$ cat src/rtl/ram_fifo_ctrl.sv
// Ready/valid FIFO controller sequencing an external ram_1r1w_sync as storage;
// the RAM output register holds the head entry. Optional sticky overflow flag: RAM_FIFO_OVERFLOW_EN.
module ram_fifo_ctrl #(
  parameter  int width_p = 8,
  parameter  int depth_p = 32,
  localparam int ptr_w   = $clog2(depth_p),
  localparam int rc_w    = $clog2(depth_p + 1),
  localparam int cnt_w   = $clog2(depth_p + 1) + 1
) (
  input  logic               clk_i,
  input  logic               reset_i,
  input  logic               valid_i,
  input  logic [width_p-1:0] data_i,
  output logic               ready_o,
  output logic               valid_o,
  output logic [width_p-1:0] data_o,
  input  logic               ready_i,
  output logic [cnt_w-1:0]   count_o,
  output logic               ram_wr_valid_o,
  output logic [ptr_w-1:0]   ram_wr_addr_o,
  output logic [width_p-1:0] ram_wr_data_o,
  output logic               ram_rd_valid_o,
  output logic [ptr_w-1:0]   ram_rd_addr_o,
  input  logic [width_p-1:0] ram_rd_data_i,
  output logic               overflow_o
);

  localparam logic [rc_w-1:0] ram_full_c = rc_w'(depth_p);

  logic [ptr_w-1:0] wr_ptr_q, wr_ptr_d;
  logic [ptr_w-1:0] rd_ptr_q, rd_ptr_d;
  logic [rc_w-1:0]  ram_count_q, ram_count_d;
  logic             head_valid_q, head_valid_d;

  logic push;
  logic pop;
  logic issue;

  // Flow control depends only on registered state, never on valid_i/ready_i.
  assign ready_o = (ram_count_q != ram_full_c);
  assign valid_o = head_valid_q;
  assign data_o  = ram_rd_data_i;
  assign count_o = cnt_w'(ram_count_q) + cnt_w'(head_valid_q);

  // Strobes are gated by reset so the RAM sees no access while state is being cleared.
  // A same-cycle push is not yet in ram_count, so a read never targets the address being written.
  assign push  = valid_i & ready_o & ~reset_i;
  assign pop   = head_valid_q & ready_i;
  assign issue = (ram_count_q != '0) & (~head_valid_q | pop) & ~reset_i;

  assign ram_wr_valid_o = push;
  assign ram_wr_addr_o  = wr_ptr_q;
  assign ram_wr_data_o  = data_i;
  assign ram_rd_valid_o = issue;
  assign ram_rd_addr_o  = rd_ptr_q;

  always_comb begin
    // NOTE: every signal gets a default first so no path through this block infers a latch.
    wr_ptr_d     = wr_ptr_q;
    rd_ptr_d     = rd_ptr_q;
    ram_count_d  = ram_count_q;
    head_valid_d = issue | (head_valid_q & ~pop);

    if (push)  wr_ptr_d = wr_ptr_q + 1'b1;
    if (issue) rd_ptr_d = rd_ptr_q + 1'b1;

    unique case ({push, issue})
      2'b10:   ram_count_d = ram_count_q + rc_w'(1);
      2'b01:   ram_count_d = ram_count_q - rc_w'(1);
      default: ram_count_d = ram_count_q;
    endcase
  end

  // NOTE: only control state is reset; the RAM array is external and keeps its contents,
  // which is harmless because nothing is read before it has been written.
  always_ff @(posedge clk_i) begin
    // NOTE: non-blocking assignments so every flop samples pre-edge values.
    if (reset_i) begin
      wr_ptr_q     <= '0;
      rd_ptr_q     <= '0;
      ram_count_q  <= '0;
      head_valid_q <= 1'b0;
    end else begin
      wr_ptr_q     <= wr_ptr_d;
      rd_ptr_q     <= rd_ptr_d;
      ram_count_q  <= ram_count_d;
      head_valid_q <= head_valid_d;
    end
  end

`ifdef RAM_FIFO_OVERFLOW_EN
  logic overflow_q, overflow_d;

  // Sticky: a refused push drops its data and flags it until the next reset.
  assign overflow_d = overflow_q | (valid_i & ~ready_o);
  assign overflow_o = overflow_q;

  always_ff @(posedge clk_i) begin
    if (reset_i) overflow_q <= 1'b0;
    else         overflow_q <= overflow_d;
  end
`else
  assign overflow_o = 1'b0;
`endif

endmodule
$ cat config.mk
export PLATFORM = sky130hd
export DESIGN_NAME = ram_fifo_ctrl
export DESIGN_NICKNAME = d
export VERILOG_FILES = /design/src/rtl/ram_fifo_ctrl.sv
export SDC_FILE = /design/constraint.sdc
export NUM_CORES = 1
export LEC_CHECK = 0
export CAP_MARGIN = 0
export CORE_MARGIN = 1
export CORE_UTILIZATION = 43
export CTS_CLUSTER_SIZE = 30
export DETAILED_ROUTE_END_ITERATION = 8
export PLACE_DENSITY_LB_ADDON = 0.25
export SYNTH_ARGS = -nofsm -noshare
export SYNTH_HDL_FRONTEND = slang
export SYNTH_SLANG_ARGS = --single-unit
$ cat constraint.sdc
create_clock -name clk_i -period 4.5 [get_ports clk_i]
set_input_delay 0.9 -clock clk_i [delete_from_list [all_inputs] [get_ports clk_i]]
set_output_delay 0.9 -clock clk_i [all_outputs]
set_load 0.02 [all_outputs]
**After elaboration in Yosys (flattened, before gate mapping)**

Index checks and enable logic that the tools add are counted.

- Add/sub/neg operators: 5
- Equal/unequal tests: 3
- Muxes and demuxes: 1
- Bitwise logic cells: 11
- Reductions and logical operators: 2

Operators by type and width:

| operator | count |
|---|---|
| 6-bit one-hot mux with 2 select lines | 1 |
| 5-bit by 1-bit adder with 5-bit output (second input constant) | 2 |
| 6-bit by 1-bit adder with 7-bit output | 1 |
| 6-bit by 1-bit adder with 6-bit output (second input constant) | 1 |
| 1-bit AND | 6 |
| 6-bit != test (second input constant) | 1 |
| 6-bit nonzero test | 1 |
| 6-bit by 1-bit subtractor with 6-bit output (second input constant) | 1 |
| 1-bit inverter | 3 |
| 2-bit by 1-bit == test with 1-bit output (second input constant) | 1 |
| 2-bit == test (second input constant) | 1 |
| 1-bit bitwise OR | 2 |
| 2-bit nonzero test | 1 |

- Register bits after elaboration: 17
- Input port bits: 20
- Output and inout port bits: 38
- Word-level logic and storage cells: 26

**Depth between registers and ports, before layout**

- Word-level depth: 6
- Gate-level depth with buffers: 11
- Depth with buffers taken out: 10

**Least setup slack after synthesis**

OpenSTA, ideal clock, no wires.

- Path type: input to register
- From: input reset_i
- To: register ram_count_q[5]
- Library setup time: 0.078 ns
- Arrival: 3.150 ns
- Required time: 4.422 ns
- Path slack: 1.272 ns
- Cell stages on the path: 10
- Path buffers: 2
- Cell sequence: clkbuf_1 clkbuf_1 nor2_1 ha_1 ha_1 a21o_1 a21oi_1 nor4_1 o31a_1 nor3_1

- Word-level cells in the longest chain between the ends: 4
- Elaborated cells on any way between the ends: 7
- Those cells by class: eq/ne: 2; mux: 1; bitwise: 3; reduce/logical: 1

RTL lines:

| element | RTL line | RTL |
|---|---|---|
| from (decl) | 11 | `input logic reset_i,` |
| 1-bit inverter (*) | 49 | `assign issue = (ram_count_q != '0) & (~head_valid_q \| pop) & ~reset_i;` |
| 1-bit AND (*) | 49 |  |
| named net ram_rd_valid_o | 22 | `output logic ram_rd_valid_o,` |
| 2-bit by 1-bit == test with 1-bit output or 2-bit == test (tied branches) | 67 | `unique case ({push, issue})` |
| 6-bit one-hot mux with 2 select lines or 2-bit nonzero test (tied branches) | -- |  |
| to (signal assigned) | 86 | `ram_count_q <= ram_count_d;` |
| to (decl) | 32 | `logic [rc_w-1:0] ram_count_q, ram_count_d;` |

The timed path passes the listed nets; every way through them passes the cells marked *.
A chain may end at the register's enable or synchronous reset.

**Worst setup path after layout**

- From: input ready_i
- To: output ram_rd_valid_o

- Word-level cells in the longest chain between the ends: 4

RTL lines:

| element | RTL line | RTL |
|---|---|---|
| from (decl) | 17 | `input logic ready_i,` |
| 1-bit AND | 48 | `assign pop = head_valid_q & ready_i;` |
| 1-bit bitwise OR | 49 |  |
| 1-bit AND (2 in a row) | 49 |  |
| to (decl) | 22 |  |

Every way passes these cells.

==> flow_summary.yaml <==
die:
  start_util_pct: 46.4
  die-height_um: 54.4
  fp.dieW_um: 54.4
  io_pins: 58
  design.core.area_sq_um: 2540
  area_of_the_die_sq_um: 2960
  num_rows: 18
sta:
  max_slew_headroom_at_the_worst_pin_pct: 62.4
  hold_viol: 0
  achievable-frequency_mhz: 292
  final.min_clock_period_ns: 3.43
  final.setup_skew_ns: 0.00157
  rsz0062_at_grt: "no"
  finalSetupTns_ns: 0
  postLayoutSetupSlackWorst_ns: 1.07
  finalSetupViolCount: 0
  finalCritPeriodShare_pct: 76.2
  drv_slew: 0
  max_slew.worst_pin.slew_ns: 0.563
finish:
  num_antenna_cells: 0
  syn2layout_area_growth_pct: 13.6
  commonest_non_fill_non_tap_cell_in_the_layout: "sky130_fd_sc_hd__clkdlybuf4s50_1"
  final_layout_size_suffix_gt1_share_pct: 8.82
  most-common-layout-cells: "sky130_fd_sc_hd__clkdlybuf4s50_1 (24), sky130_fd_sc_hd__dfxtp_1 (17), sky130_fd_sc_hd__nor2_1 (16)"
  design.final.nets: 167
synth:
  number_of_distinct_library_cells_after_synthesis: 34
  synth-seq-cells: 17
  synth_top_flop_cell: "sky130_fd_sc_hd__dfxtp_1"
  synth_edf_count: 0
  synth_cells: 129
  post_synth.cell_area_avg_sq_um: 9.16
  yosysWarnings: 0
  synthesis.area_sq_um: 1180
  net_count_after_synthesis: 159
  yosysSeqAreaShare_pct: 28.8
  async_reset_ff_share_pct: 0
cts:
  cts_hold_buffers: 0
  h-tree-depth: 1
  post_cts.repair.setup_buffers: 0
  clkLatencyLatePin_ns: 0.28
  clk_transition_reported_paths_ns: 0.09
  cts_resized: 0
  root_buffer: "sky130_fd_sc_hd__clkbuf_4"
  cts_num_sinks: 17
  cts_tree: "built"
  clk_path_buf_depth: 2
  clock_buffers_created_by_tritoncts: 3
worst_setup_path:
  largest_fanout_on_the_critical_path: 5
  reg2reg_depth: 10
  worst_setup_path_end_kind: "output port"
  path_class: "in2out"
  crit_arrival_ns: 2.53
  timing.rr.start: "ram_count_q[1]"
  worst-endpoint-required_ns: 3.60
  r2r_slack_ns: 1.27
  critPathLaunch: "ready_i"
  worstSetupStartpointType: "input port"
  timing.rr.end: "ram_count_q[5]"
  worstSetupEndpoint: "ram_rd_valid_o"
grt:
  grt_antenna_before_repair: 0
  first_global_vias: 890
  grt_overflow: 0
  maximum_number_of_pins_on_one_net_before_global_route_repair: 20
  grtUsageTotal_pct: 17.5
  global_route_wire_length_before_repair_mm: 3.75
power_and_ir_drop:
  p_int_mw: 0.468
  switching_share_of_power_pct: 45.5
  power.static_leakage_nw: 0.550
  seq_power_share_pct: 29.3
  power-per-cell-area_nw_per_um2: 639
  power.switching_mw: 0.390
  share_clk_of_total_power_pct: 9.1
  share_comb_of_total_power_pct: 61.6
  max-vdd-ir-drop_v: 0.000445
outcome:
  run_status: "finished, final reports clean"
detailed_routing:
  firstDrtPassIters: 4
  remaining_drc_errors: 0
  vias_per_cell: 5.43
  route.detailed.wl_per_inst_um: 13.1
  first_iter_violations: 7
  routed_wl_mm: 2.18
  routed-via-count: 902
  final_antenna_violating_net_count: 0
flow_run:
  maxCapViolCount: 0
placement:
  detail_placement_hpwl_mm: 1.66
  port-buffer-count: 24
  dpl_worst_slack_ns: 0.913
  place_congestion: 0.809
worst_hold_path:
  min-delay-path-class: "reg2reg"
-- cell usage after synthesis (2+ instances only) --
cell type                  number  area, sq um
sky130_fd_sc_hd__nand2_1        3         11.3
sky130_fd_sc_hd__a21o_1         2         15.0
sky130_fd_sc_hd__inv_1          2         7.51
sky130_fd_sc_hd__xnor2_1        7         61.3
sky130_fd_sc_hd__nor2_1        16         60.1
sky130_fd_sc_hd__nor4_1         2         12.5
sky130_fd_sc_hd__o21ai_1        3         15.0
sky130_fd_sc_hd__mux2i_1        5         50.1
sky130_fd_sc_hd__a21oi_1        7         35.0
sky130_fd_sc_hd__nand3_1        5         25.0
sky130_fd_sc_hd__clkbuf_1       3         11.3
sky130_fd_sc_hd__nand2b_1       2         12.5
sky130_fd_sc_hd__buf_4         18          135
sky130_fd_sc_hd__o31ai_4        2         42.5
sky130_fd_sc_hd__ha_1           9          113
sky130_fd_sc_hd__dfxtp_1       17          340
sky130_fd_sc_hd__xor2_1         6         52.6
sky130_fd_sc_hd__or3_1          3         18.8
sky130_fd_sc_hd__nor3_1         2         10.0
-- kinds of logic after synthesis --
kind of cell / count (synthesis) / share of synthesized area (%)
buffers and inverters: 25 / 13.8
other: 1 / 0.317
AO/OA/AOI/OAI: 20 / 15.8
adder cells (fa/ha/maj): 10 / 11.2
AND/OR/NAND/NOR: 38 / 16.2
flip-flops: 17 / 28.8
multiplexers: 5 / 4.24
XOR/XNOR: 13 / 9.64
-- worst max-delay path: stages --
cell and delay [ns]:
sky130_fd_sc_hd__clkdlybuf4s50_1 0.45, sky130_fd_sc_hd__nand2b_1 0.24, sky130_fd_sc_hd__o31ai_4 0.15, sky130_fd_sc_hd__nor2_1 0.15
sky130_fd_sc_hd__clkdlybuf4s50_1 0.63
-- flip-flops by register name, indices dropped and copies added (netlist names) --
register	flops
ram_count_q	6
ram_rd_addr_o	5
ram_wr_addr_o	5
valid_o	1
-- how the worst min path moves through the flow --
stage | startpoint | end | slack (ns) | cells after the start
after floorplan | ram_count_q[4] | ram_count_q[4] | 0.54 | 2
after CTS | ram_rd_addr_o[4] | ram_rd_addr_o[4] | 0.50 | 2
final | ram_rd_addr_o[4] | ram_rd_addr_o[4] | 0.50 | 2
after detailed placement | ram_rd_addr_o[4] | ram_rd_addr_o[4] | 0.49 | 2
after global routing | ram_wr_addr_o[4] | ram_wr_addr_o[4] | 0.55 | 2
after global placement | ram_rd_addr_o[4] | ram_rd_addr_o[4] | 0.47 | 2
-- stage by stage --
stage               util (%)  power, mW  instances  cell area (sq um)  hold WS (ns)
finish                  52.7      0.857        166               1340         0.503
global route            52.7      0.932        166               1340         0.549
CTS                     52.7      0.868        166               1340         0.503
detailed placement      51.7      0.786        162               1320         0.487
global placement        51.7      0.771        162               1320         0.470
floorplan                  -      0.654        129               1180         0.544
-- power by group through the flow --
stage | Sequential (mW) | Clock [mW] | Combinational [mW]
global route | 0.260 | 0.0909 | 0.581
detailed placement | 0.256 | 0 | 0.530
finish | 0.251 | 0.0781 | 0.528
floorplan | 0.248 | 0 | 0.406
CTS | 0.252 | 0.0823 | 0.533
global placement | 0.254 | 0 | 0.517
-- final cells by class --
cell class | instances | area [sq um]
Timing Repair Buffer | 25 | 248
Sequential cell | 17 | 340
Clock buffer | 4 | 26.3
Inverter | 3 | 11.3
Multi-Input combinational cell | 87 | 678
Fill cell | 253 | 1200
Tap cell | 30 | 37.5
-- layer usage --
| layer | up-vias | routed length [um] | part of all wire [%] | track usage (%) |
|---|---|---|---|---|
| li1 | 446 | - | - | - |
| met1 | 422 | 974 | 45 | 19.2 |
| met2 | 26 | 1060 | 48 | 30.7 |
| met3 | 8 | 105 | 4.8 | 3.33 |
| met4 | 0 | 44 | 2.0 | 11.1 |
| met5 | - | 0 | 0 | 0 |
No activity file was read; power rests on OpenSTA's default activity.
